### src/rtl/uart_frame_rx_if.sv
// Handshake bundle between the UART frame receiver and its consumer.
// slave: receiver side (rxd/rx_ack in, byte + status out); master: consumer/driver.
interface uart_frame_rx_if;
    logic       rxd;
    logic [7:0] rx_data;
    logic       rx_valid;
    logic       rx_ack;
    logic       parity_err;
    logic       frame_err;
    logic       overrun;
    logic       busy;

    modport slave (
        input  rxd,
        input  rx_ack,
        output rx_data,
        output rx_valid,
        output parity_err,
        output frame_err,
        output overrun,
        output busy
    );

    modport master (
        output rxd,
        output rx_ack,
        input  rx_data,
        input  rx_valid,
        input  parity_err,
        input  frame_err,
        input  overrun,
        input  busy
    );
endinterface

### src/rtl/uart_frame_rx.sv
// UART frame receiver: start, 8 data bits LSB first, [even parity], stop.
// Mid-bit sampling through a 2-FF synchroniser; byte handed off via valid/ack.
// Ports: clk, rst (async, active-high), bus (uart_frame_rx_if.slave):
//   rxd in, rx_ack in, rx_data/rx_valid/parity_err/frame_err/overrun/busy out.
// Optional: define UART_RX_PARITY_EN for the 11-bit frame with live parity_err;
// without it the frame is 10 bits and parity_err is tied to 0.
module uart_frame_rx #(
    parameter int unsigned CLKS_PER_BIT = 16,
    parameter logic        IDLE_LEVEL   = 1'b1
) (
    input  logic           clk,
    input  logic           rst,
    uart_frame_rx_if.slave bus
);

    localparam int CW = (CLKS_PER_BIT > 1) ? $clog2(CLKS_PER_BIT) : 1;
    localparam logic [CW-1:0] HALF_M1 = CW'(CLKS_PER_BIT / 2 - 1);
    localparam logic [CW-1:0] FULL_M1 = CW'(CLKS_PER_BIT - 1);

    typedef enum logic [2:0] {
        S_IDLE,
        S_START,
        S_DATA,
`ifdef UART_RX_PARITY_EN
        S_PARITY,
`endif
        S_STOP,
        S_BREAK
    } state_t;

    state_t      r_state;
    logic        r_sync1;
    logic        r_sync2;
    logic [CW-1:0] r_cnt;
    logic [2:0]  r_bit_idx;
    logic [7:0]  r_shift;
`ifdef UART_RX_PARITY_EN
    logic        r_par;
`endif
    logic        r_stop;
    logic        r_done;
    logic [7:0]  r_data;
    logic        r_valid;
    logic        r_perr;
    logic        r_ferr;
    logic        r_ovr;
    logic        r_busy;

    logic        w_rxd_s;
    logic        w_tick_half;
    logic        w_tick_bit;

    assign w_rxd_s     = r_sync2;
    assign w_tick_half = (r_cnt == HALF_M1);
    assign w_tick_bit  = (r_cnt == FULL_M1);

    always_ff @(posedge clk or posedge rst) begin
        if (rst) begin
            r_state   <= S_IDLE;
            r_sync1   <= IDLE_LEVEL;
            r_sync2   <= IDLE_LEVEL;
            r_cnt     <= '0;
            r_bit_idx <= '0;
            r_shift   <= '0;
`ifdef UART_RX_PARITY_EN
            r_par     <= 1'b0;
`endif
            r_stop    <= IDLE_LEVEL;
            r_done    <= 1'b0;
            r_data    <= '0;
            r_valid   <= 1'b0;
            r_perr    <= 1'b0;
            r_ferr    <= 1'b0;
            r_ovr     <= 1'b0;
            r_busy    <= 1'b0;
        end else begin
            r_sync1 <= bus.rxd;
            r_sync2 <= r_sync1;
            r_done  <= 1'b0;
            r_cnt   <= w_tick_bit ? '0 : r_cnt + CW'(1);

            unique case (r_state)
                S_IDLE: begin
                    r_cnt <= '0;
                    if (w_rxd_s != IDLE_LEVEL) begin
                        r_state <= S_START;
                        r_busy  <= 1'b1;
                    end
                end
                S_START: begin
                    // Re-check the line half a bit in; a short pulse is a glitch.
                    if (w_tick_half) begin
                        r_cnt <= '0;
                        if (w_rxd_s == IDLE_LEVEL) begin
                            r_state <= S_IDLE;
                            r_busy  <= 1'b0;
                        end else begin
                            r_state   <= S_DATA;
                            r_bit_idx <= '0;
                        end
                    end
                end
                S_DATA: begin
                    if (w_tick_bit) begin
                        r_shift[r_bit_idx] <= w_rxd_s;
                        r_bit_idx          <= r_bit_idx + 3'd1;
                        if (r_bit_idx == 3'd7) begin
`ifdef UART_RX_PARITY_EN
                            r_state <= S_PARITY;
`else
                            r_state <= S_STOP;
`endif
                        end
                    end
                end
`ifdef UART_RX_PARITY_EN
                S_PARITY: begin
                    if (w_tick_bit) begin
                        r_par   <= w_rxd_s;
                        r_state <= S_STOP;
                    end
                end
`endif
                S_STOP: begin
                    if (w_tick_bit) begin
                        r_stop <= w_rxd_s;
                        r_done <= 1'b1;
                        if (w_rxd_s == IDLE_LEVEL) begin
                            r_state <= S_IDLE;
                            r_busy  <= 1'b0;
                        end else begin
                            r_state <= S_BREAK;
                        end
                    end
                end
                S_BREAK: begin
                    // Line held at the start level: wait it out, no new start.
                    r_cnt <= '0;
                    if (w_rxd_s == IDLE_LEVEL) begin
                        r_state <= S_IDLE;
                        r_busy  <= 1'b0;
                    end
                end
                default: begin
                    r_state <= S_IDLE;
                    r_busy  <= 1'b0;
                end
            endcase

            // Completion wins over ack; an ack in the same cycle just
            // consumes the old byte so overrun stays clear.
            if (r_done) begin
                r_data  <= r_shift;
                r_ferr  <= (r_stop != IDLE_LEVEL);
`ifdef UART_RX_PARITY_EN
                r_perr  <= ((^r_shift) ^ r_par);
`else
                r_perr  <= 1'b0;
`endif
                r_valid <= 1'b1;
                if (r_valid && !bus.rx_ack) begin
                    r_ovr <= 1'b1;
                end
            end else if (r_valid && bus.rx_ack) begin
                r_valid <= 1'b0;
            end
        end
    end

    assign bus.rx_data    = r_data;
    assign bus.rx_valid   = r_valid;
    assign bus.parity_err = r_perr;
    assign bus.frame_err  = r_ferr;
    assign bus.overrun    = r_ovr;
    assign bus.busy       = r_busy;

endmodule

### src/flat_wrapper.sv
// flat-port wrapper written by rule: the top's interface ports become plain ports
module uart_frame_rx_flat 
#(
    parameter int unsigned CLKS_PER_BIT = 16,
    parameter logic        IDLE_LEVEL   = 1'b1
)
  (clk, rst, bus_rxd, bus_rx_ack, bus_rx_data, bus_rx_valid, bus_parity_err, bus_frame_err, bus_overrun, bus_busy);
  uart_frame_rx_if bus_i ();
  input  logic clk;
  input  logic rst;
  input wire logic [$bits(bus_i.rxd)-1:0] bus_rxd;
  input wire logic [$bits(bus_i.rx_ack)-1:0] bus_rx_ack;
  output wire logic [$bits(bus_i.rx_data)-1:0] bus_rx_data;
  output wire logic [$bits(bus_i.rx_valid)-1:0] bus_rx_valid;
  output wire logic [$bits(bus_i.parity_err)-1:0] bus_parity_err;
  output wire logic [$bits(bus_i.frame_err)-1:0] bus_frame_err;
  output wire logic [$bits(bus_i.overrun)-1:0] bus_overrun;
  output wire logic [$bits(bus_i.busy)-1:0] bus_busy;
  assign bus_i.rxd = bus_rxd;
  assign bus_i.rx_ack = bus_rx_ack;
  assign bus_rx_data = bus_i.rx_data;
  assign bus_rx_valid = bus_i.rx_valid;
  assign bus_parity_err = bus_i.parity_err;
  assign bus_frame_err = bus_i.frame_err;
  assign bus_overrun = bus_i.overrun;
  assign bus_busy = bus_i.busy;
  uart_frame_rx #(.CLKS_PER_BIT(CLKS_PER_BIT), .IDLE_LEVEL(IDLE_LEVEL)) u_core (.clk(clk), .rst(rst), .bus(bus_i));
endmodule
### config.mk
export PLATFORM = sky130hd
export DESIGN_NAME = uart_frame_rx_flat
export DESIGN_NICKNAME = d
export VERILOG_FILES = /design/src/rtl/uart_frame_rx_if.sv /design/src/rtl/uart_frame_rx.sv /design/src/flat_wrapper.sv
export SDC_FILE = /design/constraint.sdc
export NUM_CORES = 1
export LEC_CHECK = 0
export ABC_AREA = 0
export ABC_CLOCK_PERIOD_IN_PS = 1700
export BUFFER_PORTS_ARGS = -buffer_cell sky130_fd_sc_hd__buf_2
export CAP_MARGIN = 20
export CORE_MARGIN = 4
export CORE_UTILIZATION = 49
export CTS_BUF_LIST = sky130_fd_sc_hd__clkbuf_4
export CTS_CLUSTER_DIAMETER = 200
export CTS_CLUSTER_SIZE = 28
export DETAILED_ROUTE_END_ITERATION = 8
export PLACE_DENSITY = 0.68
export SLEW_MARGIN = 0
export SYNTH_ARGS = -nofsm -noshare
export SYNTH_HDL_FRONTEND = slang
export SYNTH_SLANG_ARGS = --single-unit
### constraint.sdc
create_clock -name clk -period 1.7 [get_ports clk]
set_input_delay 0.34 -clock clk [delete_from_list [all_inputs] [get_ports clk]]
set_output_delay 0.34 -clock clk [all_outputs]
set_load 0.02 [all_outputs]
==> impl_metrics.tcl <==
set metrics [dict create \
    status "completed" \
    fin_crit_sh_pct 93.3 \
    end_kind "register" \
    synthArstFlopShare_pct 100 \
    vdd_drop_max_mv 0.717 \
    max_freq_ghz 0.630 \
    setup_ws_ns 0.114 \
    critical_path_buf_inv_count 0 \
    grt_pass1_wl_um 5170 \
    use_met3_pct 4.44 \
    layout_commonest_cell "dfrtp_1" \
    cp_slowest_stage_delay_ns 0.42 \
    cp.required_ns 1.93 \
    crit_family "simple AND/OR/NAND/NOR gates" \
    drc_errors 0 \
    ys.flop_type "dfrtp_1" \
    yosysSeqAreaShare_pct 52.9 \
    clock_sinks 34 \
    p_per_area_nw_per_um2 1240 \
    synth_edf_count 0 \
    clk_path_buf_depth 2 \
    cts_root_buf "clkbuf_4" \
    num_vias 1125 \
    cp.depth 4 \
    cp_slowest_cell "dfrtp_1" \
    slew_violations 0 \
    dieArea_um2 4280 \
    nets 161 \
    initial_utilization_pct 52.1 \
    diodes 0 \
    drv_cap 0 \
    grt_usage_pct 16.0 \
    grt-ovfl-total 0 \
    netlist.area_leader.share_pct 48.0 \
    clk_pin_slew_ns 0.10 \
    cp.arrival_ns 1.81 \
    cts_htree_levels 2 \
    path_cells "ha_1, nand4b_4, nor4_1, mux2_1" \
    syn_nets 142 \
    synth_top_area_cell "dfrtp_1" \
    syn_area_per_cell_um2 12.0 \
    routed_wl_um 2930 \
    final_cell_mix "dfrtp_1, buf_2, mux2_2, inv_1, mux2_1" \
    place_congestion 0.805 \
    hpwl_um 2110 \
    wl_per_cell_um 14.7 \
    p_total_uw 2250 \
    die_y_um 65.4 \
    power_leakage_uw 0.000887 \
    core_um2 3100 \
    postRouteAntennaNets 0 \
    post-place-ws_ns 0.0916 \
    final_layout_size_suffix_gt1_share_pct 32.3 \
    critPathMaxFanout 5 \
    drt-pass1-iter-count 4 \
    fp.dieW_um 65.4 \
    row_count 20 \
    hp-class "input pin to async pin" \
    io_pins 17 \
    drt_iter0_drc 90 \
    ys_types 44 \
    synthTopCellsByArea "dfrtp_1, mux2_2, mux2_1" \
    grt_max_degree 35 \
    clkLatencyLatePin_ns 0.34 \
    use_met2_pct 25.4 \
    multi_input_area_um2 688 \
    crit_path_start_kind "register" \
    area.growth.synth_to_final_pct 11.8 \
    antenna_found_initial 0 \
    ys_ff_latch 34 \
    path_class "register to register" \
    cts_tree "built" \
    rsz0062_at_grt "no" \
    fill_cells 281 \
    r2r_cells 4 \
    skew_ns 0.00693 \
    yosys_warnings 0 \
    setup_violations 0 \
    register_area_um2 855 \
    syn_inst 135 \
    fin_setup_tns_ns 0 \
    port_buffers 15 \
    busiest_layer "met2" \
    netlist_area_um2 1620 \
    min_period_ns 1.59 \
    via_per_inst 5.65 \
    hold_viol 0 \
    grt_pass1_vias 1084 \
    grt.met1_usage_pct 20.3 \
    cts_buffers 5 \
]
## repair_timing
action                     CTS  global route
setup buffers                0             0
hold buffers                 0             0
setup endpoints to repair    0             1
resized for setup            0             1
## cells in the mapped netlist (3+ instances only)
master and instances:
a21oi_1 6, buf_2 6, dfrtp_1 31, dfstp_2 3, ha_1 3, inv_1 8, mux2_1 8, mux2_2 9
mux2i_1 3, nand2_1 6, nand3b_1 3, nor2_1 4, nor4_1 3, o21ai_0 3
## cell type report
type                            instances  area share (%)
Multi-Input combinational cell         83            38.1
Timing Repair Buffer                   21            6.65
Clock buffer                            5            2.08
Clock inverter                          3           0.901
Sequential cell                        34            47.3
Tap cell                               44            3.05
Inverter                                9            1.87
## layer usage
metal	share of wire (%)	up-vias
met2	49	21
met5	0	-
met3	3.2	5
met1	46	575
li1	-	524
met4	2.0	0
## path summary, 6_finish.rpt
kind	startpoint	to	slack, ns
hold reg to reg	u_core.r_sync1	u_core.r_sync2	0.36
setup reg to reg	u_core.r_cnt[0]	u_core.r_shift[5]	0.11
setup / recovery	u_core.r_cnt[0]	u_core.r_shift[5]	0.11
min in group clk	bus_rxd	u_core.r_sync1	0.09
hold / removal	rst	u_core.bus.frame_err	0.09
max in group asynchronous	rst	u_core.r_stop	1.28
## report_power, final
group	internal [uW]	switching, uW	total, uW
combinational	316	368	684
clock	154	269	422
sequential	946	195	1140
## sequential cells by signal, indices dropped and copies added, names as in the netlist, 3 cells and up
register,cells
u_core.r_cnt,4
u_core.r_shift,8
u_core.r_bit_idx,3
u_core.bus.rx_data,8
u_core.r_state,3
## logic make-up after synthesis
logic type	count (synthesis)	synth area share (%)
AND/OR/NAND/NOR	36	16.0
flip-flops	34	52.9
multiplexers	20	13.7
adder cells (fa/ha/maj)	3	2.32
AO/OA/AOI/OAI	21	8.83
XOR/XNOR	2	1.08
other	1	0.232
buffers and inverters	18	4.88
## worst min-delay path, delay by kind of cell
family	cells	cell delay [ns]
buffers and inverters	3	0.52
## per-stage QoR
step / instance area [um2] / std cells / utilization, % / hold WS [ns]
after floorplan: 1620 / 135 / - / 0.344
after global placement: 1750 / 191 / 56.3 / 0.350
after detailed placement: 1750 / 191 / 56.3 / 0.351
after CTS: 1800 / 199 / 58.0 / 0.0879
after global routing: 1810 / 199 / 58.2 / 0.0614
final: 1810 / 199 / 58.2 / 0.0859
Power figures use the tool's default switching activity.
